==> src/rtl/modulo_accumulate_reduce_pkg.sv <==
// rtl/modulo_accumulate_reduce_pkg.sv - shared types and width helpers for residue accumulation
package modulo_accumulate_reduce_pkg;

    typedef enum logic {
        ST_ACC  = 1'b0,
        ST_HOLD = 1'b1
    } mar_state_t;

    // Width needed to hold a term count from 0 up to and including maxterms.
    function automatic int count_width(input int maxterms);
        return $clog2(maxterms + 1);
    endfunction

endpackage

==> src/rtl/modulo_accumulate_reduce_modadd_csub.sv <==
// rtl/modulo_accumulate_reduce_modadd_csub.sv - one-step modular add with single conditional subtract
module modadd_csub #(
    parameter int MODULUS     = 1021,
    parameter int MODBITWIDTH = 10
) (
    input  logic [MODBITWIDTH-1:0] a,
    input  logic [MODBITWIDTH-1:0] b,
    output logic [MODBITWIDTH-1:0] sum
);

    localparam logic [MODBITWIDTH:0] MOD_EXT = (MODBITWIDTH+1)'(MODULUS);

    logic [MODBITWIDTH:0] s;
    logic                 ge;

    // Full-width add, then subtract the modulus once when the sum reaches it.
    always_comb begin
        s   = {1'b0, a} + {1'b0, b};
        ge  = (s >= MOD_EXT);
        sum = MODBITWIDTH'(ge ? (s - MOD_EXT) : s);
    end

endmodule

==> src/rtl/modulo_accumulate_reduce.sv <==
// rtl/modulo_accumulate_reduce.sv - accumulates residue terms mod MODULUS and presents group results
module modulo_accumulate_reduce
    import modulo_accumulate_reduce_pkg::*;
#(
    parameter int MODULUS     = 1021,
    parameter int MODBITWIDTH = 10,
    parameter int MAXTERMS    = 64,
    localparam int COUNTW     = count_width(MAXTERMS)
) (
    input  logic                   clk,
    input  logic                   reset_n,
    input  logic                   in_valid,
    output logic                   in_ready,
    input  logic [MODBITWIDTH-1:0] in_term,
    input  logic                   in_last,
    output logic                   out_valid,
    input  logic                   out_ready,
    output logic [MODBITWIDTH-1:0] out_value,
    output logic [COUNTW-1:0]      out_count,
    output logic                   out_err
);

    localparam logic [MODBITWIDTH-1:0] MOD_W = MODBITWIDTH'(MODULUS);
    localparam logic [COUNTW-1:0]      MAX_C = COUNTW'(MAXTERMS);

    mar_state_t state, state_next;

    logic [MODBITWIDTH-1:0] acc;
    logic [MODBITWIDTH-1:0] acc_next;
    logic [COUNTW-1:0]      count;
    logic [COUNTW-1:0]      count_inc;
    logic                   err;
    logic                   term_fire;
    logic                   out_fire;
    logic                   range_bad;
    logic                   count_full;
    logic                   viol;

    modadd_csub #(
        .MODULUS     (MODULUS),
        .MODBITWIDTH (MODBITWIDTH)
    ) u_modadd (
        .a   (acc),
        .b   (in_term),
        .sum (acc_next)
    );

    // Handshake flags decoded from registered state only, so out_ready never reaches in_ready.
    always_comb begin
        state_next = state;
        in_ready   = 1'b0;
        out_valid  = 1'b0;
        case (state)
            ST_ACC: begin
                in_ready = 1'b1;
                if (in_valid && in_last) begin
                    state_next = ST_HOLD;
                end
            end
            ST_HOLD: begin
                out_valid = 1'b1;
                if (out_ready) begin
                    state_next = ST_ACC;
                end
            end
            default: state_next = ST_ACC;
        endcase
    end

    // Per-term violation detection and saturating count.
    always_comb begin
        term_fire  = in_valid & in_ready;
        out_fire   = out_valid & out_ready;
        range_bad  = (in_term >= MOD_W);
        count_full = (count == MAX_C);
        viol       = range_bad | count_full;
        count_inc  = count_full ? count : count + COUNTW'(1);
    end

    // FSM state register.
    always_ff @(posedge clk or negedge reset_n) begin
        if (!reset_n) begin
            state <= ST_ACC;
        end else begin
            state <= state_next;
        end
    end

    // Group accumulator; cleared as the closing term hands its result to the output registers.
    always_ff @(posedge clk or negedge reset_n) begin
        if (!reset_n) begin
            acc   <= '0;
            count <= '0;
            err   <= 1'b0;
        end else if (term_fire) begin
            if (in_last) begin
                acc   <= '0;
                count <= '0;
                err   <= 1'b0;
            end else begin
                acc   <= acc_next;
                count <= count_inc;
                err   <= err | viol;
            end
        end
    end

    // Result registers, loaded only by the closing term and held until the next group closes.
    always_ff @(posedge clk or negedge reset_n) begin
        if (!reset_n) begin
            out_value <= '0;
            out_count <= '0;
            out_err   <= 1'b0;
        end else if (term_fire && in_last) begin
            out_value <= acc_next;
            out_count <= count_inc;
            out_err   <= err | viol;
        end
    end

    // Output transfer only changes state; the result registers simply stop being presented.
    logic unused_out_fire;
    assign unused_out_fire = out_fire;

endmodule

==> config.mk <==
export PLATFORM = sky130hd
export DESIGN_NAME = modulo_accumulate_reduce
export DESIGN_NICKNAME = d
export VERILOG_FILES = /design/src/rtl/modulo_accumulate_reduce_pkg.sv /design/src/rtl/modulo_accumulate_reduce_modadd_csub.sv /design/src/rtl/modulo_accumulate_reduce.sv
export SDC_FILE = /design/constraint.sdc
export NUM_CORES = 1
export LEC_CHECK = 0
export BUFFER_PORTS_ARGS = -buffer_cell sky130_fd_sc_hd__buf_2
export CORE_UTILIZATION = 59
export CTS_BUF_LIST = sky130_fd_sc_hd__clkbuf_4 sky130_fd_sc_hd__clkbuf_8
export CTS_CLUSTER_DIAMETER = 100
export DETAILED_ROUTE_END_ITERATION = 7
export PLACE_DENSITY = 0.93
export SYNTH_ARGS = -nofsm -noshare
export SYNTH_HDL_FRONTEND = slang
export SYNTH_HIERARCHICAL = 1
export SYNTH_SLANG_ARGS = --single-unit
export TNS_END_PERCENT = 1
==> constraint.sdc <==
create_clock -name clk -period 3.53 [get_ports clk]
set_input_delay 0.706 -clock clk [delete_from_list [all_inputs] [get_ports clk]]
set_output_delay 0.706 -clock clk [all_outputs]
set_load 0.01 [all_outputs]
### Yosys cells after proc, flatten, opt, wreduce, memory -nomap -nowiden

Cells that the tools add are included.

* $add $sub $neg: 3
* multiply operators: 0
* div/mod/pow operators: 0
* $lt $le $gt $ge: 2
* equality and inequality tests: 1
* shift-type cells: 0
* multiplexer cells: 10
* bitwise logic cells: 4
* reduce and logical (&&, ||, !) cells: 2

Operators with widths (count)
* $mux W10: 2
* $mux W7: 2
* $add A10 B10 Y11: 1
* $ge A11 B10 Y1 const B: 1
* $ge A10 B10 Y1 const B: 1
* $sub A10 B10 Y10 const B: 1
* $add A7 B1 Y7 const B: 1
* $eq A7 B7 Y1 const B: 1
* $mux W1: 5
* $logic_and A1 B1 Y1: 2
* $or A1 B1 Y1: 2
* $pmux W1 S2: 1
* $and A1 B1 Y1: 1
* $not A1 Y1: 1

* register bits after elaboration: 37
* bits in latches: 0
* memory bits (writable): 0
* ROM bits: 0
* output and inout port bits: 20
* word-level logic and storage cells: 29
* memories: 0

### Depth between registers and ports, before layout

Gate-level depths: netlist of the first run.

* word-level depth: 4
* mapped depth: 13
* mapped depth without buffers: 12

### Cells and area by module

Netlist of the first run, hierarchy kept.

By module, submodules not included
* modulo_accumulate_reduce: instances 1, cells each 187, area each 1729.2 um2
* modadd_csub: instances 1, cells each 112, area each 803.3 um2

### Least setup slack after synthesis of the first run

No wires, ideal clock.

* path kind: in2reg
* start point: in in_term[0]
* end point: reg acc[1]
* setup time: 0.083 ns
* arrival: 3.017 ns
* setup slack: 0.431 ns
* stages on the path: 12
* buffers on the path: 0
* path through: ha_1 -> inv_1 -> fa_1 -> nand2b_1 -> a2111o_1 -> o211ai_2 -> and3_1 -> nand4_2 -> o21ai_4 -> mux2i_1 -> nand2b_1 -> o21ai_0

* cells in the longest elaborated chain, start to end: 4

Ends and longest elaborated chain
* from (decl): RTL line modulo_accumulate_reduce.sv:14 `input logic [MODBITWIDTH-1:0] in_term,`
* $add A10 B10 Y11 (*): RTL line modulo_accumulate_reduce_modadd_csub.sv:18 `s = {1'b0, a} + {1'b0, b};`
* $sub A10 B10 Y10 or $ge A11 B10 Y1 (tied branches): RTL line modulo_accumulate_reduce_modadd_csub.sv:20, modulo_accumulate_reduce_modadd_csub.sv:19
* $mux W10 (*): RTL line modulo_accumulate_reduce_modadd_csub.sv:20 `sum = MODBITWIDTH'(ge ? (s - MOD_EXT) : s);`
* named net acc_next[1]: RTL line modulo_accumulate_reduce.sv:29 `logic [MODBITWIDTH-1:0] acc_next;`
* $mux W10 (*): RTL line modulo_accumulate_reduce.sv:96 `if (in_last) begin`
* to (signal assigned): RTL line modulo_accumulate_reduce.sv:101 `acc <= acc_next;`
* to (decl): RTL line modulo_accumulate_reduce.sv:28 `logic [MODBITWIDTH-1:0] acc;`

The timed path passes the listed nets; every way through them passes the cells marked *.
A chain may end at the register's enable or synchronous reset.

### Worst setup path after layout of the first run

Same ends and word-level chain as after synthesis.

==> results list, run 1 <==
- Yosys mapped the design onto 59 distinct sky130hd cell types.
* Path class of the lowest-slack min-delay path: flop to flop
- DR iter-0 viols: 249
- Top-level port count: 35
- Routability-driven placement finished with a final weighted congestion of 0.968.
- Clock Path Buffers: 2
- GRT overflow: 0
- Peak ir drop on the vdd network: 0.000528 V
- Across all hold checks on the routed design, the worst slack comes to 478 ps.
- Clk root buf: sky130_fd_sc_hd__clkbuf_8
- Instance count of the mapped netlist: 299
- At the end of the flow, the number of nets in the layout was 363.
- Clock tree from TritonCTS: built
- Clock H-tree levels: 2
- Port buffering added 34 buffers.
* Endpoint type of the worst setup path: flop
- Adding up every negative setup slack in the final design gives 0 ps.
- The clock reaches the later pin of the worst-skew pair after 290 ps.
* Setup slack after layout: 369 ps
* Row count: 23
- Final setup vio count: 0
- Crit share post-route: 89.6%
* Setup slack after placement: 94.6 ps
* Number of nets with antenna violations after routing: 0
* DRC errors left: 0
- In this run the standard cell core region covers 0.00406 mm2.
* FMAX: 316 MHz
* Mapped Avg Cell Area: 8.47 um2
- The worst setup path is launched from an input pin.
- Clock skew on the completed layout was measured at 7.52 ps.
- Power density cells: 931 mW/mm2
- M1 GR Usage: 39.9%
- Starting density of the core: 62.4%
- Worst relative slew slack: 32.8%
- Once detailed placement completed, the half-perimeter wirelength came to 4460 um.
- The Yosys step of the flow raised 6 warnings.
* Hold buffer count at CTS: 0
- Summing the sequential cell areas from Yosys gives 36.6% of the chip area.
- End of the worst hold path: out_count[4]
- After synthesis, the cell types taking the most area are sky130_fd_sc_hd__dfrtp_1, sky130_fd_sc_hd__nand2_1, sky130_fd_sc_hd__ha_1.
- Worst r2r dst: acc[1]
- The tool flagged a number of max-cap violations equal to 0.
- Origin of the worst min-delay path: out_count[4]
- CP required: 3720 ps
* Area of the mapped netlist: 0.00253 mm2
* Grt peak-use layer: met2
- RSZ-0062 raised after global routing: false
* Clock-pin slew of the registers on the worst-case setup and hold paths: 80 ps
* Count of cells along the worst register-to-register path: 12
- Final min period: 3160 ps
- For met3 alone, demand over resource in global routing was 5.57%.
- Total cell area at the placement stage: 0.00274 mm2
- For this run, the detailed router's first-pass iteration total came to 7.
- The critical path in this run is classified as input pin to flop.
- Final Routed Wirelength: 6080 um
- Post-Syn Nets: 329
- Mean number of vias per cell: 6.02
* Fraction of met2 tracks used by global routing: 46.0%
* Combined global-route utilization of all metal layers: 29.3%
- The startpoint identified for the worst register-to-register timing path is acc[0].
* Fraction of post-synthesis cell area in the top cell type by area: 36.6%
- Yosys mapped a number of flops with a built-in enable equal to 0.
- Area growth from synthesis to layout: 12.0%
- Inserted Clock Buffers: 5
- Post-CTS resize count: 0
- Global-route wire length before repair: 9910 um
* Post-DR wirelength/cell: 15.8 um
* Total setup buffers inserted after CTS: 0
- The clock drives 37 sinks.
* ANT cells: 0
- Standby leakage power: 1.36 nW
- The finished cells cover 0.00284 mm2.
- The most used flip-flop cell after synthesis is sky130_fd_sc_hd__dfrtp_1.
- The final count of hold timing violations was 0.
* Pin count of the biggest net entering global routing: 38
* Number of standard cells in the final layout excluding fillers: 384
- Of all nets on the critical path, the largest fanout is 4.
- The worst register-to-register path has a setup slack of 500 ps.
* Async set-or-reset flop fraction in the synthesized netlist: 100%
- Antenna violations before repair: 0
- Transition time at the pin with the least slew margin: 1010 ps
* Fraction of final layout cells sized beyond drive strength 1: 17.1%
- The floorplan step defined a die boundary enclosing 0.00456 mm2.
- The die is 67.5 um tall.
- The flow ran to the end, and the final reports show no timing, DRC or antenna violations.
- Across all layers, the routed design uses 2311 vias.
* Flip-flop and latch count after synthesis: 37
* Vias in the first global route: 2152
- The max-slew violation count was 0.
- DIE WIDTH: 67.5 um
- Hold Path Cell Cnt: 2
* Number of instances in the placed design: 376
* Data arrival, critical path: 3350 ps
- Summed over all instances, the cell type with the most area after synthesis is sky130_fd_sc_hd__dfrtp_1.
[per-layer routing]
metal	vias up	part of all wire (%)
li1	1107	-
met5	-	0
met1	1099	44
met3	14	7.4
met2	91	47
met4	0	1.7
[Yosys cell counts (all sizes together), types with 6 or more instances]
library cell  count
dfrtp            37
xor2              6
mux2i             7
nor2             18
xnor2             6
nand2            67
nand2b           14
a21oi            12
buf               6
o21ai            30
ha               14
inv              13
[state kept, by name, indices dropped and copies added (netlist names)]
signal / cells
acc: 10
out_err: 1
out_value: 10
err: 1
count: 7
state: 1
out_count: 7
[worst max-delay path, stage by stage]
cell and delay, ps:
sky130_fd_sc_hd__buf_2 90, sky130_fd_sc_hd__ha_1 160, sky130_fd_sc_hd__inv_1 60, sky130_fd_sc_hd__fa_1 420, sky130_fd_sc_hd__nand2b_1 200, sky130_fd_sc_hd__a21oi_1 290
sky130_fd_sc_hd__xnor2_1 150, sky130_fd_sc_hd__nor3_1 320, sky130_fd_sc_hd__nand4_2 220, sky130_fd_sc_hd__o21ai_4 230, sky130_fd_sc_hd__mux2i_1 270, sky130_fd_sc_hd__nand2b_1 80
sky130_fd_sc_hd__o21ai_0 160
[logic make-up (layout without fill, tap and decap cells)]
group                      count (synthesis)  after routing  synth area share (%)
and+or+nand+nor                          139            139                  27.6
xor gates and xnor gates                  12             12                  4.45
adders and majority gates                 15             15                  7.71
buffers and inverters                     23             58                  3.80
AOI/OAI and AO/OA                         66             66                  17.1
DFF                                       37             37                  36.6
muxes                                      7              7                  2.77
[final cells by class]
type,instances,area [um2]
Multi-Input combinational cell,239,1510
Fill cell,322,1220
Timing Repair Buffer,37,193
Clock buffer,6,82.6
Clock inverter,2,13.8
Sequential cell,37,926
Tap cell,50,62.6
Inverter,13,48.8
[worst max-delay path by stage]
stage | from | endpoint | slack (ps)
2_1_floorplan | in_term[0] | acc[1] | 430
3_3_place_gp | in_term[0] | acc[1] | 200
3_5_place_dp | in_term[0] | acc[1] | 90
4_1_cts | in_term[0] | acc[1] | 390
5_1_grt | in_term[0] | acc[1] | 140
6_report | in_term[0] | acc[1] | 370
[where the power goes]
part           leakage (nW)  total, W  internal (W)  switching, W
Sequential            0.465  0.000755      0.000599      0.000156
Clock                0.0512  0.000315      0.000158      0.000157
Combinational         0.847   0.00157      0.000623      0.000946
[metrics by stage]
step           utilization, %  total power (W)
6_report                 69.9          0.00264
5_1_grt                  69.9          0.00285
4_1_cts                  69.9          0.00262
3_5_place_dp             67.5          0.00228
3_3_place_gp             67.5          0.00222
2_1_floorplan               -          0.00185
[layout by cell type (no fill, tap or decap), types with 2 or more instances in the layout]
master                     count
sky130_fd_sc_hd__nand3_1       4
sky130_fd_sc_hd__xnor2_1       6
sky130_fd_sc_hd__nand4_1       4
sky130_fd_sc_hd__mux2i_1       7
sky130_fd_sc_hd__inv_1        13
sky130_fd_sc_hd__a21oi_1      12
sky130_fd_sc_hd__nand2b_1     14
sky130_fd_sc_hd__a31oi_1       3
sky130_fd_sc_hd__nor3b_1       3
sky130_fd_sc_hd__a21o_1        2
sky130_fd_sc_hd__clkbuf_8      6
sky130_fd_sc_hd__a22oi_1       2
sky130_fd_sc_hd__buf_2        34
sky130_fd_sc_hd__buf_4         3
sky130_fd_sc_hd__nand3b_1      2
sky130_fd_sc_hd__xor2_1        5
sky130_fd_sc_hd__o21ai_0      27
sky130_fd_sc_hd__or3_1         4
sky130_fd_sc_hd__ha_1         14
sky130_fd_sc_hd__nor3_1        4
sky130_fd_sc_hd__nand2_1      66
sky130_fd_sc_hd__and2_1        2
sky130_fd_sc_hd__nor2b_1       5
sky130_fd_sc_hd__nor2_1       18
sky130_fd_sc_hd__dfrtp_1      37
sky130_fd_sc_hd__a221oi_1      2
(Power assumes the default switching activity.)
==> run 2, diff against run 1 <==
- CORE_UTILIZATION: 59 -> 58
- CTS_BUF_LIST: sky130_fd_sc_hd__clkbuf_4 sky130_fd_sc_hd__clkbuf_8 -> sky130_fd_sc_hd__clkbuf_16
- GPL_TIMING_DRIVEN: default -> 0
- PLACE_DENSITY: 0.93 -> 0.91
==> run 2 against run 1 <==
Compared with the run above: clock power up 35%; register-to-register slack worse by 160 ps; fmax down 5.7%; largest cell class unchanged.
==> results list, run 2 (synthesis results as in run 1) <==
* Status: finished clean
- CTS sink count: 37
* Core Footprint: 0.00409 mm2
- Clock-pin slew of the registers on the worst-case setup and hold paths: 60 ps
- 35 I/O pins were placed.
- Derived from the worst setup path, the maximum achievable clock frequency is 298 MHz.
* Data arrival, critical path: 3560 ps
- GRT overflow: 0
- Post-DR wirelength/cell: 15.7 um
- Number of nets with antenna violations after routing: 0
* Crit share post-route: 95.0%
- Worst relative slew slack: 45.2%
- The die is 68.1 um wide.
* Crit Path Category: input pin to flop
- Total vias in the final route: 2365
* Fraction of final layout cells sized beyond drive strength 1: 17.8%
* Peak ir drop on the vdd network: 0.000650 V
- STA classifies the critical path startpoint as an input pin.
* Mean number of vias per cell: 6.03
- Final min period: 3350 ps
- At the worst endpoint, the required time is 3730 ps.
- ANT cells: 0
- In the final layout, flip-flops and latches occupy 926 um2.
- Launch instance of the worst register-to-register path: acc[0]
* Clock H-tree levels: 2
* Origin of the worst min-delay path: out_count[2]
- Global-route wire length before repair: 10300 um
* Inserted Clock Buffers: 5
- Measured on the finished design, the core utilization comes to 71.3%.
- Pin count of the biggest net entering global routing: 38
- Global routing used 30.4% of the available tracks across all layers.
- Tracing the worst setup path back leads to its startpoint at in_term[0].
- The initial antenna violation count is 0.
- CP Max Fanout: 5
- The wire-length estimate of the detail-placed layout is 4400 um.
- The worst setup path is captured at a flop.
* Worst-case clock skew: 4.92 ps
- The placed instances occupy a cell area of 0.00277 mm2.
* Top library cells by usage in the layout, fill and taps aside: sky130_fd_sc_hd__nand2_1, sky130_fd_sc_hd__buf_2, sky130_fd_sc_hd__dfrtp_1
- Summed over all cells, the static leakage comes to 1.41 nW.
- DRC errors left: 0
- Clk root buf: sky130_fd_sc_hd__clkbuf_16
- Weighted congestion at the end of routability-driven global placement: 0.920
- The number of global-route vias before repair came to 2162.
- The max-slew violation count was 0.
* Slowest-stage cell, CP: sky130_fd_sc_hd__a2111o_1
- In this run the tool buffered the top-level ports with 34 buffer cells.
- The die covers 0.00463 mm2.
- At the pin with the least slew margin, the transition time is 821 ps.
* Final setup vio count: 0
- Among the stages of the critical path, the cell type that occurs most often is sky130_fd_sc_hd__nand2b_1.
- Fin nets: 371
- DR iter-0 viols: 138
* Post-layout instance area: 0.00292 mm2
- The path class of the tightest hold or removal check is flop to flop.
- The later pin in the worst-skew pair is clocked with a latency of 280 ps.
- Starting density of the core: 62.0%
- For this design the ratio of total power to cell area is 940 mW/mm2.
- Final Routed Wirelength: 6140 um
- Total area of multi-input combinational cells: 0.00151 mm2
* Power after layout: 0.00274 W
- The pre-antenna-repair detailed-routing pass consisted of 5 iterations.
* Number of fill cells: 309
* Chain of cells forming the critical path: buf_2 -> ha_1 -> inv_1 -> fa_1 -> nand2b_1 -> a2111o_1 -> o211ai_2 -> and3_1 -> nand4_2 -> o21ai_4 -> mux2i_1 -> nand2b_1 -> o21ai_0
- Setup repair after global routing left no endpoint under its margin.
- Final count of hold timing violations: 0
- Maximum cell stage delay along the critical path: 450 ps
- Final hold analysis gives a worst-case slack of 478 ps.
- The largest registers in the layout are acc (10), out_value (10).
- Row count: 23
* Max-cap violation count: 0
* Clock Path Buffers: 2
* Area growth from synthesis to layout: 15.1%
- Die outline height: 68.1 um
- TritonCTS built the clock tree.
- Most common cell after layout, fill and taps aside: sky130_fd_sc_hd__nand2_1
run 2: final cells by class:
class                           count  share of cell area, %
Sequential cell                    37                   31.8
Timing Repair Buffer               35                   6.09
Multi-Input combinational cell    239                   51.9
Inverter                           13                   1.67
Buffer                             10                   1.63
Tap cell                           50                   2.15
Clock buffer                        5                   4.29
Clock inverter                      3                  0.472
run 2: worst paths after layout:
check / to / slack [ps] / cells past startpoint
max: acc[1] / 180 / 13
max in group asynchronous: acc[0] / 2490 / 1
min: out_count[2] / 480 / 2
min reg2reg: out_count[2] / 480 / 2
min in group asynchronous: count[6] / 520 / 1
max reg2reg: acc[1] / 340 / 12
run 2: layer usage:
metal | part of all wire [%] | global-route usage (%)
met1 | 45 | 41.7
met4 | 2.5 | 11.7
met5 | 0 | 0
met3 | 6.6 | 5.17
met2 | 46 | 47.8
run 2: through the flow:
stage / setup slack [ps] / cells / setup TNS, ps
floorplan: 431 / 299 / 0
global route: 14.3 / 392 / 0
finish: 178 / 392 / 0
detailed placement: -29.8 / 383 / -29.8
CTS: 249 / 391 / 0
global placement: 41.3 / 383 / 0
run 2: where the power goes:
group	leakage [nW]	switching, W	internal, W
registers	0.465	0.000146	0.000601
clock network	0.0748	0.000170	0.000256
logic	0.868	0.000961	0.000606
total	1.41	0.00128	0.00146
run 2: worst max-delay path, delay by kind of cell:
| kind | cells | cell delay (ps) |
|---|---|---|
| compound gates | 4 | 980 |
| mux | 1 | 300 |
| simple gates | 4 | 800 |
| buf+inv | 2 | 160 |
| fa+ha+maj | 2 | 610 |
run 2: what timing repair did:
item | in CTS | in global routing
setup buffers | 0 | 1
hold buffers | 0 | 0
gates resized for setup | 0 | 1
setup endpoints to repair | 0 | 1
==> run 3, diff against run 2 <==
- CORE_UTILIZATION: 58 -> 57
- PLACE_DENSITY: 0.91 -> 0.9
- SYNTH_HIERARCHICAL: 1 -> default
==> run 3 against run 2 <==
Compared with the run above: sequential share of layout area rose by 1.1 points; utilization is 1.9 points lower; non-clock buffer count unchanged; flip-flop and latch count unchanged; combinational power shrank 16%; worst setup slack better by 280 ps; via count down 8.0%; fmax is 9.2% higher; hold slack about the same; routed wire length shrank 9.7%; critical path type unchanged.
==> results list, run 3 <==
* Area growth from synthesis to layout: 15.1%
* Worst Hold Slack: 478 ps
* Number of distinct library cell variants in the gate-level netlist after synthesis: 51
* Setup TNS: 0 ps
- The die is 67.5 um wide.
- Number of instances in the placed design: 358
- Cells with a size suffix above 1 make up 17.7% of the layout.
- Path class of the lowest-slack min-delay path: flop to flop
* Row count: 23
* Combined global-route utilization of all metal layers: 27.3%
- The library cell used most frequently in the layout, excluding fill and tap cells, is sky130_fd_sc_hd__nand2_1.
* Worst relative slew slack: 46.6%
* Total vias in the final route: 2176
- For the worst setup path, the data required time is 3690 ps.
* Fin nets: 345
* Sequential share of the synthesized area: 37.9%
- Detailed placement finished with a half-perimeter wire length of 4120 um.
* Post-Syn Nets: 304
- The worst setup path is captured at a flop.
- Final Routed Wirelength: 5540 um
* Die ar.: 0.00456 mm2
- Timing analysis after detailed placement gives a worst setup slack of 196 ps.
- The first routing iteration left 97 violations.
- Cell type with the highest aggregate area in the netlist: sky130_fd_sc_hd__dfrtp_1
- The final count of hold timing violations was 0.
- Final setup vio count: 0
- Largest registers: acc (10), out_value (10)
* Synth Flop Type: sky130_fd_sc_hd__dfrtp_1
* Detailed-router iteration count before antenna repair: 4
* Data arrival, critical path: 3230 ps
- The finished layout holds 366 standard cells, fillers aside.
- Clock Path Buffers: 2
- Max-cap violation count: 0
- TritonCTS built the clock tree.
* Crit share post-route: 86.9%
- Sorting the synthesized cells by area gives the leading types as sky130_fd_sc_hd__dfrtp_1, sky130_fd_sc_hd__ha_1, sky130_fd_sc_hd__o21ai_0.
* Mean number of vias per cell: 5.95
* Transition time at the pin with the least slew margin: 801 ps
- The max-slew violation count came to 0.
* EDFF count, synth: 0
* Clock H-tree levels: 2
* Power density cells: 852 mW/mm2
* ANT cells: 0
- Global-route wire length before repair: 9050 um
- Dividing the detail-routed wire length by the instance count gives 15.1 um.
* Dominant cell by count in the synthesized netlist: sky130_fd_sc_hd__nand2_1
- Number of fill cells: 310
- Hold buffer count at CTS: 0
* Starting density of the core: 60.3%
- Entering global routing, the biggest net connects 38 pins.
- Die outline height: 67.5 um
- STA classifies the critical path startpoint as an input pin.
- Area of the mapped netlist: 0.00245 mm2
* GRT overflow: 0
- A synthesized cell averages 8.93 um2.
- Clock-pin slew of the registers on the worst-case setup and hold paths: 60 ps
- Top library cells by usage in the layout, fill and taps aside: sky130_fd_sc_hd__nand2_1, sky130_fd_sc_hd__dfrtp_1, sky130_fd_sc_hd__buf_2
* Setup slack after layout: 461 ps
* Antenna violations before repair: 0
* Number of nets with antenna violations after routing: 0
- Cells fill 69.4% of the core in the end.
- At the end of routability-driven placement, the weighted congestion stood at 0.879.
- In this run the post-CTS setup repair buffer count came out at 0.
- After clock tree synthesis, the repair step resized 0 gates.
* Status: finished clean
- Instance count of the mapped netlist: 274
* Fraction of post-synthesis cell area in the top cell type by area: 37.9%
* Vias in the first global route: 1983
* Buffers on Ports: 34
- Core Footprint: 0.00406 mm2
* Flip-flop and latch count after synthesis: 37
- Peak ir drop on the vdd network: 0.000564 V
- Clk Latency, worst-skew pair: 290 ps
- Yosys warns: 0
- Setup repair after global routing left no endpoint under its margin.
* Async set-or-reset flop fraction in the synthesized netlist: 100%
- Top-level port count: 35
- FMAX: 326 MHz
- Summed over all cells, the static leakage comes to 1.31 nW.
- Crit Path Category: input pin to flop
- DRC errors left: 0
- Across the routed clock network, the largest skew measured is 5.51 ps.
- Final min period: 3070 ps
- Top cells by instance count after synthesis: sky130_fd_sc_hd__nand2_1, sky130_fd_sc_hd__dfrtp_1, sky130_fd_sc_hd__o21ai_0, sky130_fd_sc_hd__ha_1
* Clk root buf: sky130_fd_sc_hd__clkbuf_16
* CTS sink count: 37
- CP Max Fanout: 4
- Inserted Clock Buffers: 5
-- run 3: cell type report --
cell class | count | area [um2] | area share, %
plain buffers | 11 | 43.8 | 1.55
clock buffers | 5 | 125 | 4.44
clock inverters | 3 | 12.5 | 0.444
inverters | 12 | 45.0 | 1.60
multi-input cells | 214 | 1430 | 50.8
flip-flops and latches | 37 | 926 | 32.9
well taps | 50 | 62.6 | 2.22
repair buffers | 34 | 170 | 6.04
-- run 3: power by group --
part	switching [W]	leakage, nW	internal [W]
clock	0.000170	0.0687	0.000255
combinational	0.000809	0.758	0.000512
sequential	0.0000887	0.483	0.000563
total	0.00107	1.31	0.00133
-- run 3: worst paths after layout --
check / start / end / cells after the start / slack, ps
max: in_term[0] / acc[2] / 12 / 460
min: out_count[3] / out_count[3] / 2 / 480
max in group asynchronous: reset_n / count[2] / 1 / 2510
min reg2reg: out_count[3] / out_count[3] / 2 / 480
max reg2reg: acc[0] / acc[2] / 11 / 600
min in group asynchronous: reset_n / out_count[3] / 1 / 500
-- run 3: cell families after synthesis --
logic type	share of synthesized area, %
buf+inv	3.63
mux	1.28
xor+xnor	6.44
flops	37.9
compound gates	22.5
simple gates	20.4
fa+ha+maj	7.98
-- run 3: per-stage QoR --
stage	area, um2	total power [W]
6_report	2820	0.00240
5_1_grt	2820	0.00258
4_1_cts	2820	0.00239
3_5_place_dp	2680	0.00196
3_3_place_gp	2680	0.00191
2_1_floorplan	2450	0.00164
-- run 3: routing by layer --
metal,vias up,global-route usage (%),part of all wire [%]
met3,14,6.93,5.2
met5,-,0,0
met4,0,8.51,2.0
met1,1038,36.2,46
li1,1065,-,-
met2,59,43.4,47
-- run 3: critical path: stages --
cell,delay [ps]
sky130_fd_sc_hd__buf_2,90
sky130_fd_sc_hd__ha_1,190
sky130_fd_sc_hd__inv_1,60
sky130_fd_sc_hd__fa_1,400
sky130_fd_sc_hd__nor2b_1,200
sky130_fd_sc_hd__o21a_1,270
sky130_fd_sc_hd__a2bb2oi_1,290
sky130_fd_sc_hd__nand4_2,180
sky130_fd_sc_hd__nor3_4,280
sky130_fd_sc_hd__a31oi_4,160
sky130_fd_sc_hd__o31ai_2,280
sky130_fd_sc_hd__o21ai_1,110
